File: config.mk
export PLATFORM = sky130hd
export DESIGN_NAME = ysyx_24080006_icache_ctrl
export DESIGN_NICKNAME = d
export VERILOG_FILES = /design/src/rtl/ysyx_24080006_icache_ctrl.sv
export SDC_FILE = /design/constraint.sdc
export NUM_CORES = 1
export LEC_CHECK = 0
export ABC_AREA = 1
export ABC_CLOCK_PERIOD_IN_PS = 5000
export BUFFER_PORTS_ARGS = -buffer_cell sky130_fd_sc_hd__buf_2
export CAP_MARGIN = 30
export CORE_AREA = 2 2 181 183
export DETAILED_ROUTE_END_ITERATION = 10
export DIE_AREA = 0 0 183 185
export PLACE_DENSITY = 0.67
export SYNTH_ARGS = -nofsm -noshare
export SYNTH_HDL_FRONTEND = slang
export SYNTH_SLANG_ARGS = --single-unit
File: constraint.sdc
create_clock -name clock -period 5 [get_ports clock]
set_clock_uncertainty 0.15 [all_clocks]
set_input_delay 1 -clock clock [delete_from_list [all_inputs] [get_ports clock]]
set_output_delay 1 -clock clock [all_outputs]
set_load 0.02 [all_outputs]
File: src/rtl/ysyx_24080006_icache_ctrl.sv
// rtl/ysyx_24080006_icache_ctrl.sv - I-cache controller: lookup, AXI4 burst refill, fence.i flush
// Optional macro ICACHE_PERF_EN adds perf_hit/perf_miss counters.
module ysyx_24080006_icache_ctrl #(
    parameter int IC_N   = 4,
    parameter int IC_M   = 2,
    parameter int TAG_W  = 32 - IC_N - IC_M - 2,
    parameter int LINE_W = 1 + TAG_W + 32 * (2 ** IC_M)
) (
    input  logic              clock,
    input  logic              reset,
    input  logic              ifu_valid,
    output logic              ifu_ready,
    input  logic [31:0]       ifu_addr,
    output logic              rsp_valid,
    output logic [31:0]       rsp_inst,
    output logic              rsp_err,
    input  logic              flush_req,
    output logic              flush_done,
    output logic [IC_N-1:0]   ic_index,
    input  logic [LINE_W-1:0] ic_rdata,
    output logic              ic_we,
    output logic [LINE_W-1:0] ic_wdata,
    output logic [31:0]       araddr,
    output logic              arvalid,
    input  logic              arready,
    output logic [7:0]        arlen,
    output logic [2:0]        arsize,
    output logic [1:0]        arburst,
    input  logic [31:0]       rdata,
    input  logic [1:0]        rresp,
    input  logic              rlast,
    input  logic              rvalid,
    output logic              rready
`ifdef ICACHE_PERF_EN
    ,
    output logic [31:0]       perf_hit,
    output logic [31:0]       perf_miss
`endif
);

    localparam int WORDS  = 2 ** IC_M;
    localparam int DATA_W = 32 * WORDS;
    localparam logic [IC_M:0] BEAT_MAX = (IC_M + 1)'(WORDS);

    typedef enum logic [2:0] {IDLE, LOOKUP, MISS_AR, MISS_R, REFILL, FLUSH} state_t;

    state_t            state;
    logic [31:0]       req_addr;
    logic [IC_N-1:0]   flush_cnt;
    logic [IC_M:0]     beat;
    logic              flush_pend;
    logic              err;
    logic [31:0]       line_buf [WORDS];
    logic [31:0]       arr_words [WORDS];
    logic [DATA_W-1:0] line_data;
    logic [IC_N-1:0]   req_index;
    logic [IC_M-1:0]   req_word;
    logic [TAG_W-1:0]  req_tag;
    logic              hit;

    assign req_index = req_addr[IC_M+1+IC_N:IC_M+2];
    assign req_word  = req_addr[IC_M+1:2];
    assign req_tag   = req_addr[31:32-TAG_W];
    assign hit       = ic_rdata[LINE_W-1] && (ic_rdata[LINE_W-2 -: TAG_W] == req_tag);

    always_comb begin
        line_data = '0;
        for (int i = 0; i < WORDS; i++) begin
            arr_words[i]          = ic_rdata[i*32 +: 32];
            line_data[i*32 +: 32] = line_buf[i];
        end
    end

    assign ifu_ready = (state == IDLE) && !flush_pend && !flush_req;
    assign rready    = (state == MISS_R);
    assign ic_index  = (state == FLUSH) ? flush_cnt : req_index;
    // An errored refill never reaches the array, so the line stays invalid.
    assign ic_we     = (state == FLUSH) || ((state == REFILL) && !err);
    assign ic_wdata  = (state == REFILL) ? {1'b1, req_tag, line_data} : '0;
    assign arlen     = 8'(WORDS - 1);
    assign arsize    = 3'b010;
    assign arburst   = 2'b01;

    always_ff @(posedge clock or negedge reset) begin
        if (!reset) begin
            state      <= IDLE;
            req_addr   <= '0;
            flush_cnt  <= '0;
            beat       <= '0;
            flush_pend <= 1'b0;
            err        <= 1'b0;
            rsp_valid  <= 1'b0;
            rsp_inst   <= '0;
            rsp_err    <= 1'b0;
            flush_done <= 1'b0;
            araddr     <= '0;
            arvalid    <= 1'b0;
            for (int i = 0; i < WORDS; i++) line_buf[i] <= '0;
`ifdef ICACHE_PERF_EN
            perf_hit   <= '0;
            perf_miss  <= '0;
`endif
        end else begin
            rsp_valid  <= 1'b0;
            flush_done <= 1'b0;
            if (flush_req && (state inside {LOOKUP, MISS_AR, MISS_R, REFILL}))
                flush_pend <= 1'b1;
            case (state)
                IDLE: begin
                    if (flush_req || flush_pend) begin
                        state     <= FLUSH;
                        flush_cnt <= '0;
                    end else if (ifu_valid) begin
                        req_addr <= ifu_addr;
                        state    <= LOOKUP;
                    end
                end
                LOOKUP: begin
                    if (hit) begin
                        rsp_valid <= 1'b1;
                        rsp_inst  <= arr_words[req_word];
                        rsp_err   <= 1'b0;
                        state     <= IDLE;
`ifdef ICACHE_PERF_EN
                        perf_hit  <= perf_hit + 32'd1;
`endif
                    end else begin
                        araddr    <= {req_addr[31:IC_M+2], (IC_M + 2)'(0)};
                        arvalid   <= 1'b1;
                        state     <= MISS_AR;
`ifdef ICACHE_PERF_EN
                        perf_miss <= perf_miss + 32'd1;
`endif
                    end
                end
                MISS_AR: begin
                    if (arready) begin
                        arvalid <= 1'b0;
                        beat    <= '0;
                        err     <= 1'b0;
                        state   <= MISS_R;
                    end
                end
                MISS_R: begin
                    if (rvalid) begin
                        if (beat < BEAT_MAX) begin
                            line_buf[beat[IC_M-1:0]] <= rdata;
                            beat                     <= beat + (IC_M + 1)'(1);
                        end
                        if (rresp != 2'b00) err <= 1'b1;
                        if (rlast) state <= REFILL;
                    end
                end
                REFILL: begin
                    rsp_valid <= 1'b1;
                    rsp_inst  <= err ? 32'd0 : line_buf[req_word];
                    rsp_err   <= err;
                    state     <= IDLE;
                end
                FLUSH: begin
                    flush_cnt <= flush_cnt + IC_N'(1);
                    if (flush_cnt == '1) begin
                        flush_done <= 1'b1;
                        flush_pend <= 1'b0;
                        state      <= IDLE;
                    end
                end
                default: state <= IDLE;
            endcase
        end
    end

endmodule

# Word-level counts from Yosys, hierarchy flattened
# Cells that the tools add are included.
# word_totals
word_cells	113
in_bits	226
ram_bits	0
out_inout_bits	241
memories	0
latch_bits	0
rom_bits	0
reg_bits	236
# op_classes
eq_ne	17
multipliers	0
n_reduce_logical	27
shifts	0
n_addsub	2
n_bitwise	4
n_div	0
muxes	43
order_cmp	4
# ops
operator	count
2-to-1 mux 32 bit	7
2-to-1 mux 153 bit	1
binary-select mux 32 bit (select 2 bit)	2
bitwise mux 128 bit	1
demux 32 bit (select 2 bit)	1
one-hot mux 32 bit (2 select lines)	1
2-to-1 mux 3 bit	9
== test 24 bit	1
one-hot mux 3 bit (5 select lines)	1
2-to-1 mux 1 bit	11
inequality test 2 bit, second input constant	5
nonzero test 2 bit	5
AND reduction 3 bit	3
2-to-1 mux 4 bit	2
inequality test 2 x 1 -> 1 bit, second input constant	4
one-hot mux 1 bit (2 select lines)	4
one-hot mux 4 bit (2 select lines)	1
AND reduction 4 bit	2
== test 3 x 2 -> 1 bit, second input constant	2
== test 3 bit, second input constant	2
greater-or-equal comparator 3 bit, second input constant	2
logical AND 1 bit	6
NOT 2 -> 3 bit	2
one-hot mux 3 bit (2 select lines)	1
other kinds (15)	21

# Longest topological paths before layout
# Gate-level depths: netlist of the first run.
# logic_depth
word_depth	6
depth_mapped	13
ltp_nobuf	12

# Worst setup path after synthesis of the first run
# No wires, ideal clock.
# synth_timing
path_kind	input to output
start	input port flush_req
end	output port ifu_ready
path_slack_ps	2214
arrival_ps	1636
stages	2
t_required_ps	3850
cell_sequence	or2_2 nor2_1
# synth_between
elab_chain_len	2
# synth_lines
element	line	text
from (decl)	17	input logic flush_req,
logical NOT 1 bit	74	assign ifu_ready = (state == IDLE) && !flush_pend && !flush_req;
logical AND 1 bit	74	
to (decl)	12	output logic ifu_ready,
# Every way passes these cells.

# Worst setup path after layout of the first run
# layout_timing
start	register state[0]
end	output port ic_wdata[125]
# layout_between
elab_chain_len	2
# layout_lines
element	line	text
from (decl)	47	state_t state;
from (signal assigned)	86	state <= IDLE;
from (signal assigned)	111	state <= FLUSH;
from (signal assigned)	115	state <= LOOKUP;
== test 3 bit	79	assign ic_wdata = (state == REFILL) ? {1'b1, req_tag, line_data} : '0;
2-to-1 mux 153 bit	79	
to (decl)	22	output logic [LINE_W-1:0] ic_wdata,
# Every way passes these cells.

==> reports/qor.log, run 1 <==
[sta] Final Hold Slack 0.318 ns
[worst_setup_path] critical-path maximum fanout 61
[route] Metal-1 WL 19.0 mm
[sta] hold violation total from the final report 0
[place] global placement routability congestion 0.916
[logic_synthesis] area leader, netlist sky130_fd_sc_hd__dfrtp_1
[worst_setup_path] Critical Path AT 2.44 ns
[route] post-route ant nets 0
[floorplan] chip width 183 um
[cts] maximum clock path buffer count 3
[cts] buffer type at the clock tree root sky130_fd_sc_hd__clkbuf_16
[sta] shortest clock period the worst path allows after layout 3.59 ns
[status] run status completed
[logic_synthesis] share of the synthesized area in compound gates (AO/OA/AOI/OAI) 17.7%
[worst_setup_path] critical path data required time 3.85 ns
[logic_synthesis] fraction of the mapped netlist area in adder cells 0.492%
[cts] PostCTS Resize Cnt 0
[cts] TritonCTS Buffers 27
[worst_setup_path] sort of element at the start of the critical path flop
[worst_setup_path] critical path class flop to primary output
[place] quantity of I/O buffers inserted on ports 447
[worst_setup_path] Setup crit end kind primary output
[route] WL per Instance 16.5 um
[place] placed instance count 2545
[global_routing] largest net degree at the start of global routing 123
[cells_and_area] final core area utilization 49.7%
[worst_hold_path] hold crit path type flop to flop
[route] overall via count from detail_route 13.0k
[sta] Max Freq 279 MHz
[sta] portion of the clock cycle consumed by the worst path in the final layout 71.8%
[run] MaxCap Viol Count 0
[cts] TritonCTS clock tree built
[floorplan] effective utilization at floorplan 39.7%
[logic_synthesis] number of enable-type register cells in the synthesized netlist 0
[route] remaining design rule violation count 0
[logic_synthesis] top-count cell post-synth sky130_fd_sc_hd__nand2_1
[cells_and_area] final net count 2397
[power] Worst VDD drop 0.000266 V
[floorplan] chip height 185 um
[route] vias per cell 5.03
[logic_synthesis] share of the yosys chip area belonging to registers 46.1%
[floorplan] area of the die 0.0339 mm2
[cells_and_area] Synth-to-Final Area Change 25.4%
[logic_synthesis] multiplexer share of the synthesized area 0.354%
[cells_and_area] filler-free cell count of the finished design 2591
[global_routing] Tot GR Track Use 24.2%
[global_routing] number of global-route vias before repair 12.0k
[sta] unrepaired setup endpoints after global routing no
[logic_synthesis] Async SR Flop Fraction 100%
[cts] number of buffers added to fix hold violations after cts 0
[logic_synthesis] count of yosys warnings during synthesis 0
[logic_synthesis] Yosys top cell area share 46.1%
[logic_synthesis] number of register bits inferred by synthesis 234
[cts] post-CTS setup buffer count 0
[global_routing] wire length of the first global-routing pass 65.0 mm
[global_routing] total grt overflow 0
[logic_synthesis] most used standard cells in the synthesized netlist sky130_fd_sc_hd__nand2_1, sky130_fd_sc_hd__nor2_1, sky130_fd_sc_hd__dfrtp_1
[global_routing] number of antenna violations at the first check in global routing 1
[place] total half-perimeter wirelength after legalization and detailed placement 30.2 mm
[cts] CTS H-tree depth 1
[logic_synthesis] post-synthesis instance area 0.0127 mm2
[route] Total Wirelength 42.7 mm
[sta] post-route setup TNS 0 ns
[sta] Tightest Pin Transition 1.00 ns
[logic_synthesis] dominant combinational cell family by area after synthesis simple AND/OR/NAND/NOR gates
[sta] relative max-transition margin 33.3%
[power] pwr/cell area 617 mW/mm2
[route] Detailed Routing Iterations Pass 1 5
[cts] worst skew pair latency 0.54 ns
[sta] number of pins with negative max-slew slack in the final report 0
[cts] Sinks on Clock Net 234
[logic_synthesis] parity-gate share of the synthesized area counting xor and xnor cells 0.482%
[floorplan] Site Rows 66
[power] static power due to leakage 8.64 nW
[cts] Clock transition at path regs 0.06 ns
[floorplan] top-level I/O count 467
[logic_synthesis] primary flip-flop cell chosen by synthesis mapping sky130_fd_sc_hd__dfrtp_1
[sta] final setup violation count 0
[cells_and_area] proportion of layout cells with a drive suffix above 1 24.9%
[route] Met3 Routed Length 3.44 mm
[route] met2 wirelength from detailed routing 18.7 mm
[logic_synthesis] synthesized area divided by synthesized cell count 7.11 um2
[route] uppermost layer routed met4
[logic_synthesis] unique cell type count in the Yosys netlist 34
[logic_synthesis] gate count of the mapped netlist 1786
[floorplan] area inside the core boundary 0.0320 mm2
[logic_synthesis] Post-Synth Simple-Gate Area 23.3%
[logic_synthesis] most area-consuming cells after synthesis sky130_fd_sc_hd__dfrtp_1, sky130_fd_sc_hd__nand2_1, sky130_fd_sc_hd__nor2_1, sky130_fd_sc_hd__o21ai_0, sky130_fd_sc_hd__inv_1
[route] DRT iter0 DRCs 872
## stage by stage
step	setup WS, ns	power, mW	instance area, um2
2_1_floorplan	2.21	6.36	12800
3_3_place_gp	1.65	7.86	15100
3_5_place_dp	1.59	7.96	15100
4_1_cts	1.39	9.86	15900
5_1_grt	1.21	10.6	15900
6_report	1.41	9.84	15900
## per-layer routing
layer / vias up / global-route usage [%]
li1: 6366 / -
met1: 6013 / 34.3
met2: 558 / 37.3
met3: 89 / 4.48
met4: 0 / 7.87
met5: - / 0
## worst max-delay path, stage by stage, from the launching register on
cell	delay, ns
sky130_fd_sc_hd__dfrtp_1	0.43
sky130_fd_sc_hd__nor2_1	0.19
sky130_fd_sc_hd__nand2_4	0.41
sky130_fd_sc_hd__buf_4	0.41
sky130_fd_sc_hd__nor2_1	0.22
sky130_fd_sc_hd__buf_2	0.21
## power breakdown
| part | internal [mW] | switching, mW |
|---|---|---|
| Clock | 1.10 | 0.766 |
| Combinational | 1.49 | 3.33 |
| Sequential | 2.67 | 0.488 |
## cell type report
| cell class | count | area [um2] |
|---|---|---|
| Antenna cell | 1 | 2.50 |
| Clock buffer | 40 | 764 |
| Clock inverter | 5 | 53.8 |
| Fill cell | 3275 | 16100 |
| Inverter | 225 | 846 |
| Multi-Input combinational cell | 1210 | 5450 |
| Sequential cell | 234 | 5860 |
| Tap cell | 408 | 510 |
| Timing Repair Buffer | 468 | 2440 |
## worst paths after layout
| kind | start | to | slack, ns | cells past startpoint |
|---|---|---|---|---|
| worst min-delay path | araddr[7]$_DFFE_PN0N_ | araddr[7]$_DFFE_PN0N_ | 0.32 | 2 |
| worst min register to register | araddr[7]$_DFFE_PN0N_ | araddr[7]$_DFFE_PN0N_ | 0.32 | 2 |
| min in group asynchronous | reset | req_addr[2]$_DFFE_PN0P_ | 0.40 | 1 |
| worst max-delay path | state[0]$_DFFE_PN0P_ | ic_wdata[125] | 1.41 | 5 |
| worst max register to register | req_addr[2]$_DFFE_PN0P_ | rsp_inst[20]$_DFFE_PN0P_ | 1.99 | 9 |
| max in group asynchronous | reset | line_buf[55]$_DFFE_PN0P_ | 3.22 | 2 |
## state kept, by name (all words and copies together) (netlist names)
name	flops
line_buf	128
rsp_inst	32
req_addr	30
araddr	28
flush_cnt	4
beat	3
state	3
arvalid	1
err	1
flush_done	1
flush_pend	1
rsp_err	1
rsp_valid	1
## logic make-up (layout without fill, tap and decap cells)
logic type / Yosys count / after routing
and+or+nand+nor: 751 / 751
muxes: 4 / 4
AOI/OAI and AO/OA: 426 / 426
DFF: 234 / 234
buffers and inverters: 357 / 738
other: 2 / 18
adders and majority gates: 5 / 5
xor gates and xnor gates: 7 / 7
## placed cells by master, fill, tap and decap left out, types with 2 or more instances in the layout
cell                          n
sky130_fd_sc_hd__dfrtp_1    232
sky130_fd_sc_hd__inv_1      218
sky130_fd_sc_hd__ha_1         5
sky130_fd_sc_hd__xnor2_1      6
sky130_fd_sc_hd__o22ai_1     35
sky130_fd_sc_hd__buf_2      446
sky130_fd_sc_hd__nor3_1       2
sky130_fd_sc_hd__buf_4       18
sky130_fd_sc_hd__buf_12       3
sky130_fd_sc_hd__inv_2        5
sky130_fd_sc_hd__nand2_2      5
sky130_fd_sc_hd__nand4_1      2
sky130_fd_sc_hd__o21ai_2     17
sky130_fd_sc_hd__o21ai_1    109
sky130_fd_sc_hd__nand2_1    397
sky130_fd_sc_hd__a21oi_1     96
sky130_fd_sc_hd__mux2_2       4
sky130_fd_sc_hd__clkinv_2     4
sky130_fd_sc_hd__o21ai_0    166
sky130_fd_sc_hd__nand3_1     75
sky130_fd_sc_hd__clkbuf_16   27
sky130_fd_sc_hd__nor2_1     264
sky130_fd_sc_hd__clkbuf_1     9
sky130_fd_sc_hd__conb_1      17
sky130_fd_sc_hd__clkbuf_8     4
Note: power is estimated with default switching activity, not from simulation.
==> run 2, diff against run 1 <==
--- a/config.mk
+++ b/config.mk
@@ -6,13 +6,13 @@
 export NUM_CORES = 1
 export LEC_CHECK = 0
 export ABC_AREA = 1
-export ABC_CLOCK_PERIOD_IN_PS = 5000
+export ABC_CLOCK_PERIOD_IN_PS = 3700
 export BUFFER_PORTS_ARGS = -buffer_cell sky130_fd_sc_hd__buf_2
 export CAP_MARGIN = 30
-export CORE_AREA = 2 2 181 183
+export CORE_AREA = 2 2 183 185
 export DETAILED_ROUTE_END_ITERATION = 10
-export DIE_AREA = 0 0 183 185
-export PLACE_DENSITY = 0.67
+export DIE_AREA = 0 0 185 187
+export PLACE_DENSITY = 0.66
 export SYNTH_ARGS = -nofsm -noshare
 export SYNTH_HDL_FRONTEND = slang
 export SYNTH_SLANG_ARGS = --single-unit
==> constraint.sdc (replaced) <==
create_clock -name clock -period 3.7 [get_ports clock]
set_clock_uncertainty 0.15 [all_clocks]
set_input_delay 0.74 -clock clock [delete_from_list [all_inputs] [get_ports clock]]
set_output_delay 0.74 -clock clock [all_outputs]
set_load 0.02 [all_outputs]
==> run 2 against run 1 <==
Net effect:
- core utilization decreased by 0.68 points
- critical path depth stayed put
- routed wire length up 2.7%
- sequential power grew 35%
- via count rose by 0.31%
- global-route usage is 0.31 points higher
- power rose by 37%
- worst setup slack got worse by 0.81 ns
- non-clock buffer count up 5
==> reports/qor.log, run 2 (same netlist as run 1, synthesis figures left out) <==
[route] met2 wirelength from detailed routing 19.4 mm
[worst_setup_path] critical-path maximum fanout 48
[cells_and_area] Multi-input gate area 0.00545 mm2
[route] post-route ant nets 0
[place] worst setup timing slack at the placement stage 0.890 ns
[cells_and_area] Synth-to-Final Area Change 26.8%
[route] remaining design rule violation count 0
[sta] Max Freq 322 MHz
[worst_setup_path] most frequent cell on the critical path sky130_fd_sc_hd__nor2_1
[cts] TritonCTS clock tree built
[cts] post-CTS setup buffer count 0
[cells_and_area] most frequent standard cell in the layout excluding fill and tap cells sky130_fd_sc_hd__buf_2
[worst_setup_path] cell-by-cell trace of the critical path nor2_1 > nand2_4 > buf_4 > nor2_1 > buf_2
[place] quantity of I/O buffers inserted on ports 447
[cells_and_area] top flop regs line_buf x128, rsp_inst x32, req_addr x30
[place] total half-perimeter wirelength after legalization and detailed placement 31.4 mm
[cts] buffer type at the clock tree root sky130_fd_sc_hd__clkbuf_16
[sta] post-route setup TNS 0 ns
[cells_and_area] flip-flop count of the largest register, all copies and words added 128
[cells_and_area] largest reg by FF count line_buf
[power] pwr/cell area 839 mW/mm2
[sta] shortest clock period the worst path allows after layout 3.10 ns
[place] global placement routability congestion 0.916
[cts] worst skew pair latency 0.53 ns
[worst_setup_path] Setup crit end kind primary output
[cts] maximum clock path buffer count 3
[cts] PostCTS Resize Cnt 0
[global_routing] number of antenna violations at the first check in global routing 2
[worst_setup_path] slowest stage delay, CP 0.43 ns
[sta] unrepaired setup endpoints after global routing no
[cells_and_area] final net count 2401
[route] uppermost layer routed met4
[sta] final setup violation count 0
[sta] hold violation total from the final report 0
[power] static power due to leakage 8.71 nW
[cells_and_area] final core area utilization 49.0%
[sta] Tightest Pin Transition 0.811 ns
[floorplan] Site Rows 67
[worst_setup_path] crit path buf inv count 2
[cts] Clock transition at path regs 0.06 ns
[route] Metal-1 WL 18.8 mm
[sta] portion of the clock cycle consumed by the worst path in the final layout 83.9%
[route] WL per Instance 16.6 um
[global_routing] number of global-route vias before repair 12.3k
[cells_and_area] post-route design area 0.0161 mm2
[cells_and_area] register cell area after layout 0.00586 mm2
[worst_setup_path] top cell family by delay on the critical path simple AND/OR/NAND/NOR gates
[route] vias per cell 4.95
[floorplan] chip width 185 um
[route] Detailed Routing Iterations Pass 1 7
[place] placed instance count 2590
[worst_setup_path] sort of element at the start of the critical path flop
[global_routing] wire length of the first global-routing pass 67.5 mm
[sta] relative max-transition margin 45.8%
[global_routing] Tot GR Track Use 24.5%
[floorplan] chip height 187 um
[cts] number of buffers added to fix hold violations after cts 0
[worst_setup_path] critical path class flop to primary output
[sta] final critical-path setup slack 0.597 ns
[run] MaxCap Viol Count 0
[place] cell area after placement 0.0152 mm2
[cells_and_area] filler-free cell count of the finished design 2639
[worst_hold_path] hold crit path type primary input to async pin
[power] Worst VDD drop 0.000525 V
[worst_setup_path] critical path data required time 2.81 ns
[route] overall via count from detail_route 13.1k
[route] Total Wirelength 43.8 mm
[global_routing] largest net degree at the start of global routing 129
[cts] CTS H-tree depth 1
[cells_and_area] proportion of layout cells with a drive suffix above 1 25.3%
[floorplan] area inside the core boundary 0.0329 mm2
[cts] TritonCTS Buffers 26
[route] Met3 Routed Length 4.15 mm
[cts] Sinks on Clock Net 234
[global_routing] total grt overflow 0
[status] run status completed
[route] DRT iter0 DRCs 1020
[sta] number of pins with negative max-slew slack in the final report 0
[worst_setup_path] cell type of the slowest stage on the worst timing path sky130_fd_sc_hd__dfrtp_1
[floorplan] top-level I/O count 467
[worst_setup_path] Critical Path AT 2.21 ns
[cells_and_area] filler instances 3307
[floorplan] effective utilization at floorplan 38.7%
[cells_and_area] most frequent cells in the layout sky130_fd_sc_hd__buf_2, sky130_fd_sc_hd__nand2_1, sky130_fd_sc_hd__nor2_1
[floorplan] area of the die 0.0346 mm2
-- run 2: cell count changes in the layout (fill, tap and decap cells not counted), sizes merged --
cell,delta
clkinv,-1
diode,+1
clkinvlp,+1
buf,+5
clkbuf,+2
-- run 2: final timing paths --
check                                           start                       end  slack, ns  depth (start not counted)
worst max-delay path             state[0]$_DFFE_PN0P_              ic_wdata[93]       0.60                          5
worst min-delay path                            reset  req_addr[22]$_DFFE_PN0P_       0.06                          1
worst max register to register   state[2]$_DFFE_PN0P_  line_buf[27]$_DFFE_PN0P_       1.29                          9
worst min register to register  araddr[4]$_DFFE_PN0N_     araddr[4]$_DFFE_PN0N_       0.31                          2
max in group asynchronous                       reset  line_buf[19]$_DFFE_PN0P_       2.46                          2
min in group clock              araddr[4]$_DFFE_PN0N_     araddr[4]$_DFFE_PN0N_       0.31                          2
-- run 2: layout make-up --
cell class | instances | share of cell area, %
inverter | 225 | 5.26
sequential | 234 | 36.4
clock inverter | 5 | 0.326
antenna | 2 | 0.0311
multi-input combinational | 1210 | 33.8
clock buffer | 42 | 5.10
timing repair buffer | 473 | 15.6
tap | 448 | 3.48
-- run 2: layer usage --
layer	up-vias	GRT usage (%)
li1	6369	-
met1	6037	34.8
met2	588	37.9
met3	73	4.44
met4	0	7.42
met5	-	0
-- run 2: power by group --
group | internal [mW] | total (mW) | switching, mW | leakage (nW)
Combinational | 2.06 | 6.65 | 4.58 | 5.30
Sequential | 3.60 | 4.25 | 0.643 | 2.97
Clock | 1.58 | 2.63 | 1.05 | 0.431
-- run 2: metrics by stage --
step	hold slack, ns	total power, mW
final	0.0587	13.5
after CTS	0.106	13.6
after detailed placement	0.304	10.9
after global placement	0.303	10.8
after floorplan	0.294	8.59
after global routing	0.111	14.5
